`src/rtl/mem_arbiter_if.sv`:
```
// mem_arbiter_if: requester and memory bus of mem_arbiter; slave is the arbiter side
interface mem_arbiter_if #(
    parameter int DATA_W  = 256,
    parameter int ADDR_W  = 8,
    parameter int NUM_REQ = 3
);
    logic [NUM_REQ-1:0]        req_i;
    logic [NUM_REQ-1:0]        req_rw_i;
    logic [NUM_REQ*ADDR_W-1:0] req_addr_i;
    logic [NUM_REQ*DATA_W-1:0] req_data_i;
    logic [NUM_REQ-1:0]        gnt_o;
    logic [NUM_REQ-1:0]        rvalid_o;
    logic [DATA_W-1:0]         rdata_o;
    logic                      busy_o;
    logic                      mem_en_o;
    logic                      mem_rw_o;
    logic [ADDR_W-1:0]         mem_addr_o;
    logic [DATA_W-1:0]         mem_data_o;
    logic [DATA_W-1:0]         mem_data_i;
    modport slave (
        input  req_i, req_rw_i, req_addr_i, req_data_i, mem_data_i,
        output gnt_o, rvalid_o, rdata_o, busy_o, mem_en_o, mem_rw_o, mem_addr_o, mem_data_o
    );
    modport master (
        output req_i, req_rw_i, req_addr_i, req_data_i, mem_data_i,
        input  gnt_o, rvalid_o, rdata_o, busy_o, mem_en_o, mem_rw_o, mem_addr_o, mem_data_o
    );
endinterface

```
`src/rtl/mem_arbiter.sv`:
```
// mem_arbiter: IDLE/ISSUE/WAIT memory arbiter; define MEM_ARBITER_ROUND_ROBIN_EN for round-robin, else fixed priority
module mem_arbiter #(
    parameter int DATA_W  = 256,
    parameter int ADDR_W  = 8,
    parameter int NUM_REQ = 3
) (
    input logic           clk_i,
    input logic           rst_ni,
    mem_arbiter_if.slave  bus
);
    localparam int IW = $clog2(NUM_REQ);
    typedef enum logic [1:0] {IDLE, ISSUE, WAIT} state_t;
    state_t              state, state_n;
    logic [IW-1:0]       win, win_n, idx;
    logic                found;
    logic                rw;
    logic [ADDR_W-1:0]   addr;
    logic [DATA_W-1:0]   data, rdata;
    logic [NUM_REQ-1:0]  rvalid, onehot;
`ifdef MEM_ARBITER_ROUND_ROBIN_EN
    logic [IW-1:0]       ptr;
`endif
    always_comb begin
        win_n = '0;
        idx   = '0;
        found = 1'b0;
        for (int i = 0; i < NUM_REQ; i++) begin
`ifdef MEM_ARBITER_ROUND_ROBIN_EN
            idx = IW'((int'(ptr) + i) % NUM_REQ);
`else
            idx = IW'(i);
`endif
            if (!found && bus.req_i[idx]) begin
                found = 1'b1;
                win_n = idx;
            end
        end
    end
    always_comb begin
        state_n = state;
        state_n = (state == IDLE) ? ((|bus.req_i) ? ISSUE : IDLE) :
                  (state == ISSUE && rw) ? WAIT : IDLE;
    end
    assign onehot = NUM_REQ'(1) << win;
    always_ff @(posedge clk_i) begin
        if (!rst_ni) begin
            state  <= IDLE;
            win    <= '0;
            rw     <= 1'b0;
            addr   <= '0;
            data   <= '0;
            rdata  <= '0;
            rvalid <= '0;
`ifdef MEM_ARBITER_ROUND_ROBIN_EN
            ptr    <= '0;
`endif
        end else begin
            state  <= state_n;
            rvalid <= (state == WAIT) ? onehot : '0;
            if (state == IDLE && found) begin
                win  <= win_n;
                rw   <= bus.req_rw_i[win_n];
                addr <= bus.req_addr_i[int'(win_n)*ADDR_W +: ADDR_W];
                data <= bus.req_data_i[int'(win_n)*DATA_W +: DATA_W];
            end
            if (state == WAIT) rdata <= bus.mem_data_i;
`ifdef MEM_ARBITER_ROUND_ROBIN_EN
            if (state == ISSUE) ptr <= (win == IW'(NUM_REQ-1)) ? '0 : win + 1'b1;
`endif
        end
    end
    assign bus.gnt_o      = (state == ISSUE) ? onehot : '0;
    assign bus.mem_en_o   = state == ISSUE;
    assign bus.mem_rw_o   = (state == ISSUE) && rw;
    assign bus.mem_addr_o = addr;
    assign bus.mem_data_o = data;
    assign bus.rdata_o    = rdata;
    assign bus.rvalid_o   = rvalid;
    assign bus.busy_o     = state != IDLE;
endmodule

```
`src/flat_wrapper.sv`:
```
// flat-port wrapper written by rule: the top's interface ports become plain ports
module mem_arbiter_flat 
#(
    parameter int DATA_W  = 256,
    parameter int ADDR_W  = 8,
    parameter int NUM_REQ = 3
)
  (clk_i, rst_ni, bus_req_i, bus_req_rw_i, bus_req_addr_i, bus_req_data_i, bus_mem_data_i, bus_gnt_o, bus_rvalid_o, bus_rdata_o, bus_busy_o, bus_mem_en_o, bus_mem_rw_o, bus_mem_addr_o, bus_mem_data_o);
  mem_arbiter_if #(.DATA_W(DATA_W), .ADDR_W(ADDR_W), .NUM_REQ(NUM_REQ)) bus_i ();
  input logic clk_i;
  input logic rst_ni;
  input wire logic [$bits(bus_i.req_i)-1:0] bus_req_i;
  input wire logic [$bits(bus_i.req_rw_i)-1:0] bus_req_rw_i;
  input wire logic [$bits(bus_i.req_addr_i)-1:0] bus_req_addr_i;
  input wire logic [$bits(bus_i.req_data_i)-1:0] bus_req_data_i;
  input wire logic [$bits(bus_i.mem_data_i)-1:0] bus_mem_data_i;
  output wire logic [$bits(bus_i.gnt_o)-1:0] bus_gnt_o;
  output wire logic [$bits(bus_i.rvalid_o)-1:0] bus_rvalid_o;
  output wire logic [$bits(bus_i.rdata_o)-1:0] bus_rdata_o;
  output wire logic [$bits(bus_i.busy_o)-1:0] bus_busy_o;
  output wire logic [$bits(bus_i.mem_en_o)-1:0] bus_mem_en_o;
  output wire logic [$bits(bus_i.mem_rw_o)-1:0] bus_mem_rw_o;
  output wire logic [$bits(bus_i.mem_addr_o)-1:0] bus_mem_addr_o;
  output wire logic [$bits(bus_i.mem_data_o)-1:0] bus_mem_data_o;
  assign bus_i.req_i = bus_req_i;
  assign bus_i.req_rw_i = bus_req_rw_i;
  assign bus_i.req_addr_i = bus_req_addr_i;
  assign bus_i.req_data_i = bus_req_data_i;
  assign bus_i.mem_data_i = bus_mem_data_i;
  assign bus_gnt_o = bus_i.gnt_o;
  assign bus_rvalid_o = bus_i.rvalid_o;
  assign bus_rdata_o = bus_i.rdata_o;
  assign bus_busy_o = bus_i.busy_o;
  assign bus_mem_en_o = bus_i.mem_en_o;
  assign bus_mem_rw_o = bus_i.mem_rw_o;
  assign bus_mem_addr_o = bus_i.mem_addr_o;
  assign bus_mem_data_o = bus_i.mem_data_o;
  mem_arbiter #(.DATA_W(DATA_W), .ADDR_W(ADDR_W), .NUM_REQ(NUM_REQ)) u_core (.clk_i(clk_i), .rst_ni(rst_ni), .bus(bus_i));
endmodule
```
`config.mk`:
```
export PLATFORM = sky130hd
export DESIGN_NAME = mem_arbiter_flat
export DESIGN_NICKNAME = d
export VERILOG_FILES = /design/src/rtl/mem_arbiter_if.sv /design/src/rtl/mem_arbiter.sv /design/src/flat_wrapper.sv
export SDC_FILE = /design/constraint.sdc
export NUM_CORES = 1
export LEC_CHECK = 0
export ABC_CLOCK_PERIOD_IN_PS = 4500
export BUFFER_PORTS_ARGS = -buffer_cell sky130_fd_sc_hd__clkbuf_2
export CAP_MARGIN = 10
export CELL_PAD_IN_SITES_DETAIL_PLACEMENT = 0
export CELL_PAD_IN_SITES_GLOBAL_PLACEMENT = 1
export CORE_AREA = 3 3 621 623
export CTS_BUF_LIST = sky130_fd_sc_hd__clkbuf_16
export DETAILED_ROUTE_END_ITERATION = 10
export DIE_AREA = 0 0 624 626
export PLACE_DENSITY_LB_ADDON = 0.1
export SYNTH_ARGS = -nofsm -noshare
export SYNTH_HDL_FRONTEND = slang
export SYNTH_SLANG_ARGS = --single-unit
```
`constraint.sdc`:
```
create_clock -name clk_i -period 4.5 [get_ports clk_i]
set_input_delay 0.675 -clock clk_i [delete_from_list [all_inputs] [get_ports clk_i]]
set_output_delay 0.675 -clock clk_i [all_outputs]
set_load 0.005 [all_outputs]
```
==> impl_metrics.json, run 1 <==
{
  "status": "finished, final reports clean",
  "fin_skew_ns": 0.07258,
  "arrival_ns": 1.99,
  "start_util": 0.07076,
  "placed_cell_area_sq_mm": 0.04034,
  "viasPerCell": 3.134,
  "ant_nets": 0,
  "die_area_sq_mm": 0.3906,
  "cp_max_fo": 48,
  "nFillCells": 44507,
  "num_vias": 31180,
  "p_int_uw": 10100,
  "synthTopCellsByCount": "nand2_1 (779), dfxtp_1 (528), a21oi_1 (266), nand3b_1 (266)",
  "drt_iter0_drc": 1130,
  "rsz0062_at_grt": "no",
  "yosysMostFrequentCell": "nand2_1",
  "seq_area_sq_mm": 0.01057,
  "syn_avg_cell_area_sq_um": 8.259,
  "grt_pass1_wl_um": 334700,
  "irDropWorstVdd_mv": 0.2644,
  "grt_pass1_vias": 32442,
  "synth_fp_nets": 4324,
  "ys.flop_type": "dfxtp_1",
  "die_y_um": 626,
  "drive_above_1_share": 0.3645,
  "seq_power_share": 0.348,
  "synth-edff-count": 0,
  "worst_pin_slew_ns": 1.034,
  "period_share": 0.5932,
  "leakagePower_uw": 0.01914,
  "crit_path_start_kind": "register",
  "slew_headroom": 0.3109,
  "multi_input_area_sq_mm": 0.01468,
  "dp_hpwl_um": 207000,
  "clk_latency_ns": 0.80,
  "tritoncts": "yes",
  "clkPwrFrac": 0.447,
  "slowest_stage": "dfxtp_1",
  "setup_viol": 0,
  "ys_ff_latch": 528,
  "io_pins": 1585,
  "fin_nets": 5848,
  "worstSetupEndpointType": "primary output",
  "cp.required_ns": 3.83,
  "routedWlPerCell_um": 26.20,
  "period_minus_slack_ns": 2.669,
  "clkTransAtPathRegs_ns": 0.06,
  "cts.path.max_buffers": 4,
  "core_sq_mm": 0.3814,
  "max_cap_violations": 0,
  "stdcell_area_sq_mm": 0.04444,
  "crit_type": "reg -> out",
  "drc": 0,
  "cpPeakStageDelay_ns": 0.37,
  "hold_viol_final": 0,
  "swShare": 0.3250,
  "cts-buffers-inserted": 92,
  "drt_first_pass_iters": 5,
  "switching_power_uw": 4862,
  "clockRootBuffer": "clkbuf_16",
  "combPwrFrac": 0.205,
  "syn2layout_area_growth_pct": 64.66,
  "clock.fmax_ghz": 0.3746,
  "portBuffers": 1584,
  "yosysTopAreaCell": "dfxtp_1",
  "grt_max_degree": 177,
  "gp_congestion": 0.8054,
  "antenna_found_initial": 180,
  "yosys-top-cells-area": "dfxtp_1 (39%), nand2_1 (11%), o311a_1 (9.8%)",
  "hold_class": "in -> reg",
  "ys_seq_area_frac": 0.3916,
  "maxSlewViolCount": 0,
  "synth_top_cell_area_share": 0.3916,
  "gr-total-overflow": 0,
  "die_w_um": 624,
  "async_reset_ff_frac": 0,
  "syn-cell-area_sq_mm": 0.02699,
  "clock-sinks": 528,
  "synthDistinctLibCells": 23,
  "row_count": 227,
  "track_usage": 0.1274,
  "setup_tns_ns": 0,
  "cts_max_level": 3,
  "synth_warnings": 0,
  "path_cells": "nor2_4 > buf_12 > inv_1 > clkbuf_2",
  "p_per_area_mw_per_mm2": 336.6,
  "synth_cells": 3268,
  "wl_um": 260700
}
[critical path: cells and delay by family, from the launching register on]
family,cells,cell delay (ns)
buf+inv,3,0.64
flops,1,0.37
simple gates,1,0.15
[final timing paths]
path,from,slack (ns),end,depth (start not counted)
worst max-delay path,u_core.state[1]$_SDFF_PP0_,1.83,bus_busy_o,4
worst min-delay path,bus_mem_data_i[210],0.12,u_core.bus.rdata_o[210]$_SDFFE_PN0N_,3
worst max register to register,u_core.state[1]$_SDFF_PP0_,1.87,u_core.bus.mem_data_o[205]$_SDFFE_PN0P_,5
worst min register to register,u_core.bus.rdata_o[249]$_SDFFE_PN0N_,0.46,u_core.bus.rdata_o[249]$_SDFFE_PN0N_,2
[what timing repair did]
item	4_1_cts	5_1_grt
setup buffers	0	0
gates resized for setup	0	0
endpoints found under the hold margin	131	0
hold buffers	131	0
[sequential cells by signal, indices dropped and copies added (netlist names)]
signal / cells
u_core.bus.mem_addr_o: 8
u_core.bus.mem_data_o: 256
u_core.bus.rdata_o: 256
u_core.bus.rvalid_o: 3
u_core.rw: 1
u_core.state: 2
u_core.win: 2
[power by group through the flow]
stage          sequential, uW  clock (uW)  combinational, uW
5_1_grt                  5250        7240               3370
6_report                 5210        6680               3070
2_1_floorplan            5280           0               1310
4_1_cts                  5220        7170               3220
3_3_place_gp             5320           0               3110
3_5_place_dp             5320           0               3100
[stage by stage]
stage	util	instances	hold WS (ns)	setup slack [ns]	power, uW
5_1_grt	0.1164	9925	0.05109	1.667	15860
4_1_cts	0.1161	9888	0.0001686	1.658	15610
3_5_place_dp	0.1058	9605	0.4569	1.196	8419
6_report	0.1165	9948	0.1200	1.831	14960
3_3_place_gp	0.1058	9605	0.4510	1.190	8428
2_1_floorplan	-	3268	0.4492	2.559	6586
[final cells by class]
| type | count | area share |
|---|---|---|
| antenna | 60 | 0.003378 |
| clock buffer | 92 | 0.05180 |
| clock inverter | 60 | 0.007658 |
| inverter | 2 | 0.0001689 |
| multi-input combinational | 2387 | 0.3303 |
| sequential | 528 | 0.2378 |
| tap | 5038 | 0.1418 |
| timing repair buffer | 1781 | 0.2270 |
[placed cells by master, fill, tap and decap left out, types with 2 or more instances in the layout]
master and instances:
bufinv_16 2, nand3b_1 266, and2_1 265, dlygate4sd3_1 131
a21boi_0 257, nand2b_1 4, and3_1 2, inv_1 25
clkbuf_2 1580, clkbuf_16 92, buf_8 4, o311a_1 265
a21oi_1 260, diode_2 60, dfxtp_1 528, clkinv_1 23
nor2_1 7, o21ai_0 3, a21o_1 265, buf_4 41
nor3_1 2, clkinv_2 8, a21oi_2 6, nand2_1 779
buf_12 25
[kinds of logic after synthesis]
family,share of synthesized area
flops,0.3916
buf+inv,0.06675
simple gates,0.2480
compound gates,0.2936
[routing by layer]
metal / vias up / share of wire / track usage
li1: 14583 / - / -
met1: 14862 / 0.35 / 0.1249
met2: 1170 / 0.53 / 0.2418
met3: 443 / 0.095 / 0.05602
met4: 122 / 0.027 / 0.03168
met5: - / 0.0031 / 0
(Power assumes the default switching activity.)
==> run 2, diff against run 1 <==
Settings changed: ABC_CLOCK_PERIOD_IN_PS 4500 to 2300, CORE_AREA 3 3 621 623 to 3 3 617 619, DIE_AREA 0 0 624 626 to 0 0 620 622.
Clock period 4.5 ns to 2.3 ns, I/O delays scaled along.
==> run 2 against run 1 <==
Net effect:
- first-iteration DRC count up 4.9%
- via count up 8.9%
- register-to-register slack worse by 1.7 ns
- sequential share of layout area down 3.4 points
- sequential power up 96%
- critical path depth up 3
- clock skew down 0.019 ns
- global-route usage up 0.37 points
- critical path type is now reg -> reg
- largest cell class is now buffers
==> impl_metrics.json, run 2 (synthesized netlist as in run 1, its figures left out) <==
{
  "status": "finished, final reports clean",
  "io_pins": 1585,
  "maxSlewViolCount": 0,
  "period_share": 0.9310,
  "drt_first_pass_iters": 5,
  "cts-buffers-inserted": 92,
  "hold_class": "in -> reg",
  "period_minus_slack_ns": 2.141,
  "track_usage": 0.1311,
  "antenna_found_initial": 138,
  "slew_headroom": 0.4916,
  "die_area_sq_mm": 0.3856,
  "cpPeakStageDelay_ns": 0.43,
  "leakagePower_uw": 0.02259,
  "wl_um": 264000,
  "utilization": 0.1382,
  "worst_pin_slew_ns": 0.7625,
  "drive_above_1_share": 0.3376,
  "portBuffers": 1584,
  "worstSetupEndpointType": "register",
  "routedWlPerCell_um": 24.84,
  "slowest_stage": "buf_4",
  "cts_max_level": 3,
  "place_inst": 9674,
  "max_cap_violations": 0,
  "fin_skew_ns": 0.05393,
  "grt_pass1_vias": 36187,
  "irDropWorstVdd_mv": 0.5141,
  "clkTransAtPathRegs_ns": 0.06,
  "dp_hpwl_um": 215000,
  "final_common_cell": "clkbuf_2",
  "row_count": 225,
  "clk_latency_ns": 0.79,
  "gp_congestion": 0.7985,
  "clockRootBuffer": "clkbuf_16",
  "cts.path.max_buffers": 4,
  "hold_viol_final": 0,
  "cp_num_buf_inv": 4,
  "die_y_um": 622,
  "gr-total-overflow": 0,
  "path_cells": "nor2_4 > buf_4 > buf_4 > buf_12 > buf_4 > a21o_1 > o311a_1",
  "grt_pass1_wl_um": 345600,
  "crit_type": "reg -> reg",
  "start_util": 0.07187,
  "layout_common_cells": "clkbuf_2 (1,580), nand2_1 (779), dlygate4sd3_1 (751)",
  "cp.required_ns": 3.00,
  "final_cells": 10629,
  "syn2layout_area_growth_pct": 92.32,
  "grt_max_degree": 92,
  "ant_nets": 0,
  "arrival_ns": 2.85,
  "clock-sinks": 528,
  "crit_path_start_kind": "register",
  "cpMostUsedCell": "buf_4",
  "num_vias": 33943,
  "drt_iter0_drc": 1185,
  "tritoncts": "yes",
  "rsz0062_at_grt": "no",
  "fin_nets": 6585,
  "p_per_area_mw_per_mm2": 590.0,
  "core_sq_mm": 0.3755,
  "die_w_um": 620,
  "drc": 0,
  "setup_viol": 0,
  "critPathTopFamily": "buffers and inverters",
  "cp_max_fo": 28,
  "clock.fmax_ghz": 0.4670,
  "viasPerCell": 3.193,
  "setup_tns_ns": 0
}
==> run 2: cell types whose count changed in the layout (fill, tap and decap cells not counted), moves of 2 or more <==
cell / before / now
clkbuf_16: 92 / 94
dlygate4sd3_1: 131 / 751
clkinvlp_4: 0 / 2
clkinv_2: 8 / 6
dfxtp_1: 528 / 525
buf_12: 25 / 62
dfxtp_2: 0 / 3
clkinv_1: 23 / 27
bufinv_16: 2 / 0
buf_4: 41 / 120
diode_2: 60 / 43
==> run 2: area by class of cell <==
class | count | area (sq um)
diodes | 43 | 107.6
clock buffers | 94 | 2352
clock inverters | 63 | 279.0
fillers | 43668 | 323600
inverters | 2 | 7.507
multi-input cells | 2387 | 14680
flip-flops and latches | 528 | 10570
well taps | 4994 | 6248
repair buffers | 2518 | 17660
==> run 2: timing repair <==
action                                 CTS  global route
hold buffers                           751             0
gates resized for setup                  4             0
buffers inserted                         3             0
endpoints found under the hold margin  512             0
setup endpoints to repair                4             0
==> run 2: per-layer routing <==
| layer | up-vias | track usage | part of all wire |
|---|---|---|---|
| met1 | 16341 | 0.1376 | 0.37 |
| li1 | 16044 | - | - |
| met3 | 334 | 0.04332 | 0.078 |
| met2 | 1128 | 0.2521 | 0.53 |
| met4 | 96 | 0.02234 | 0.017 |
| met5 | - | 0 | 0.0024 |
==> run 2: worst reg2reg max path, delay by kind of cell, from the launching register on <==
kind                   cells  cell delay (ns)
flip-flops                 1             0.36
buffers and inverters      4             1.13
AND/OR/NAND/NOR            1             0.21
AO/OA/AOI/OAI              2             0.37
==> run 2: stage by stage <==
stage | total power [uW] | hold WS, ns | worst slack [ns] | area [sq um]
floorplan | 12890 | 0.4492 | 0.6889 | 26990
global placement | 16910 | 0.4492 | 0.2156 | 41590
detailed placement | 16890 | 0.4552 | 0.2043 | 41590
CTS | 31920 | 0.0005413 | 0.04835 | 51800
global route | 32430 | 0.02480 | 0.02525 | 51890
finish | 30630 | 0.07265 | 0.1587 | 51910
==> run 2: final timing paths <==
path	startpoint	end	slack (ns)	depth (start not counted)
hold / removal	bus_req_data_i[61]	u_core.bus.mem_data_o[61]$_SDFFE_PN0P_	0.07	3
setup / recovery	u_core.state[0]$_SDFF_PN0_	u_core.bus.mem_data_o[89]$_SDFFE_PN0P_	0.16	7
setup reg to reg	u_core.state[0]$_SDFF_PN0_	u_core.bus.mem_data_o[89]$_SDFFE_PN0P_	0.16	7
hold reg to reg	u_core.bus.rdata_o[80]$_SDFFE_PN0N_	u_core.bus.rdata_o[80]$_SDFFE_PN0N_	0.46	2
==> run 2: where the power goes <==
part	internal [uW]	leakage (uW)	switching, uW	total (uW)
logic	3540	0.0169	3900	7440
clock network	7290	0.00137	5710	13000
registers	9780	0.00433	416	10200
==> run 3, diff against run 2 <==
Settings changed: ABC_CLOCK_PERIOD_IN_PS 2300 to 2000, CORE_AREA 3 3 617 619 to 3 3 622 624, DIE_AREA 0 0 620 622 to 0 0 625 627.
Clock period 2.3 ns to 2 ns, I/O delays scaled along.
==> run 3 against run 2 <==
Net effect:
- register-to-register slack got worse by 0.06 ns
- wire length is 1.7% higher
- final cell count is 1.9% higher
- first-iteration DRC count increased by 9.0%
- global-route usage about the same
- cell area rose by 3.8%
- critical path depth down 3
- clock power rose by 19%
- utilization up 0.28 points
- sequential share of layout area decreased by 0.72 points
- hold slack worse by 0.0076 ns
- flip-flop and latch count stayed put
==> impl_metrics.json, run 3 (synthesized netlist as in run 1, its figures left out) <==
{
  "fin_nets": 6737,
  "final_common_cell": "clkbuf_2",
  "start_util": 0.07065,
  "fin_hold_ws_ns": 0.06500,
  "die_w_um": 625,
  "cp_max_fo": 4,
  "viasPerCell": 3.187,
  "gp_congestion": 0.8134,
  "slowest_stage": "dfxtp_4",
  "p_int_uw": 24540,
  "path_cells": "nand2b_4 > inv_2 > and2_4 > buf_8",
  "syn2layout_area_growth_pct": 99.59,
  "fin_skew_ns": 0.06299,
  "drc": 0,
  "swShare": 0.3214,
  "cts_max_level": 3,
  "grt_pass1_wl_um": 348900,
  "grt_pass1_vias": 36996,
  "ant_nets": 0,
  "grt_max_degree": 54,
  "p_per_area_mw_per_mm2": 671.2,
  "clkPwrFrac": 0.428,
  "cts-buffers-inserted": 93,
  "critPathTopFamily": "flip-flops",
  "drt_first_pass_iters": 5,
  "cpPeakStageDelay_ns": 0.36,
  "dp_slack_ns": -0.3508,
  "cts.path.max_buffers": 4,
  "slew_headroom": 0.5383,
  "combPwrFrac": 0.247,
  "ff2ff_path_depth": 7,
  "clock-sinks": 528,
  "track_usage": 0.1311,
  "critical_path_depth": 4,
  "worstSetupEndpointType": "primary output",
  "irDropWorstVdd_mv": 0.5942,
  "period_share": 0.9566,
  "wl_um": 268400,
  "seq_power_share": 0.325,
  "cp.required_ns": 1.70,
  "die_y_um": 627,
  "clkTransAtPathRegs_ns": 0.05,
  "routedWlPerCell_um": 24.79,
  "worst_pin_slew_ns": 0.6925,
  "layout_common_cells": "clkbuf_2 (1,574), dlygate4sd3_1 (822), nand2_1 (779)",
  "num_vias": 34511,
  "tritoncts": "yes",
  "crit_path_start_kind": "register",
  "clock.fmax_ghz": 0.5227,
  "hold_viol_final": 0,
  "period_minus_slack_ns": 1.913,
  "portBuffers": 1584,
  "core_sq_mm": 0.3820,
  "die_area_sq_mm": 0.3919,
  "clk_latency_ns": 0.79,
  "drt_iter0_drc": 1292,
  "min_path_cells": 4,
  "switching_power_uw": 11620,
  "leakagePower_uw": 0.02355,
  "status": "finished, final reports clean",
  "drive_above_1_share": 0.3451,
  "arrival_ns": 1.61,
  "cp_num_buf_inv": 2,
  "setup_viol": 0,
  "worst_slack_ns": 0.08686,
  "clockRootBuffer": "clkbuf_16",
  "io_pins": 1585,
  "antenna_found_initial": 139,
  "max_cap_violations": 0,
  "crit_type": "reg -> out",
  "gr-total-overflow": 0,
  "maxSlewViolCount": 0,
  "dp_hpwl_um": 220500,
  "hold_class": "in -> reg",
  "row_count": 227,
  "rsz0062_at_grt": "yes",
  "utilization": 0.1410
}
-- run 3: cell types whose count changed in the layout (fill, tap and decap cells not counted), sizes merged, moves of 4 or more --
cell         previous run  this run
buf                   186       270
bufinv                  0         4
clkbuf               1674      1670
clkinv                 36        29
diode                  43        50
dlygate4sd3           751       822
-- run 3: final timing paths --
check	from	slack [ns]	end
max	u_core.state[1]$_SDFF_PP0_	0.09	bus_mem_rw_o
min	bus_req_data_i[407]	0.07	u_core.bus.mem_data_o[151]$_SDFFE_PN0P_
max reg2reg	u_core.state[1]$_SDFF_PP0_	0.10	u_core.bus.mem_data_o[0]$_SDFFE_PN0P_
min reg2reg	u_core.win[0]$_SDFFE_PN0P_	0.45	u_core.bus.rvalid_o[0]$_SDFF_PN0_
-- run 3: timing repair --
| item | in CTS | in global routing |
|---|---|---|
| pin swaps | 2 | 1 |
| endpoints found under the setup margin | 10 | 27 |
| gates resized for setup | 24 | 10 |
| cloned | 1 | 1 |
| hold endpoints to repair | 518 | 0 |
| setup buffers | 5 | 0 |
| hold buffers | 822 | 0 |
-- run 3: final cells by class --
cell class / count / area (sq um)
diodes: 50 / 125.1
clock buffers: 94 / 2352
clock inverters: 61 / 389.1
fillers: 44186 / 328100
inverters: 2 / 12.51
multi-input cells: 2387 / 14700
flip-flops and latches: 528 / 10580
well taps: 5038 / 6304
repair buffers: 2669 / 19400
-- run 3: metal layers --
metal  track usage  vias to the layer above  wire length [um]
li1              -                    16380                 -
met1        0.1362                    16485             98260
met2        0.2426                     1176            138900
met3       0.04736                      382             22070
met4       0.04203                       88              8625
met5             0                        -               557
-- run 3: worst min-delay path: stages --
cell and delay, ns:
clkbuf_2 0.08, nand2_1 0.04, a21oi_1 0.21, o311a_1 0.18
-- run 3: power by group through the flow --
| stage | clock network [uW] | registers (uW) | logic, uW |
|---|---|---|---|
| 5_1_grt | 16700 | 11800 | 9710 |
| 6_report | 15500 | 11700 | 8930 |
| 3_5_place_dp | 0 | 12000 | 7660 |
| 3_3_place_gp | 0 | 12000 | 7700 |
| 2_1_floorplan | 0 | 11900 | 2950 |
| 4_1_cts | 16600 | 11800 | 9270 |
-- run 3: through the flow --
stage	TNS (ns)	instance area [sq um]	instances	total power (uW)
4_1_cts	-0.1810	53700	10778	37630
3_3_place_gp	-0.4185	42600	9795	19690
3_5_place_dp	-0.4372	42600	9795	19660
2_1_floorplan	0	26990	3268	14820
6_report	0	53870	10829	36160
5_1_grt	-0.09266	53840	10815	38290
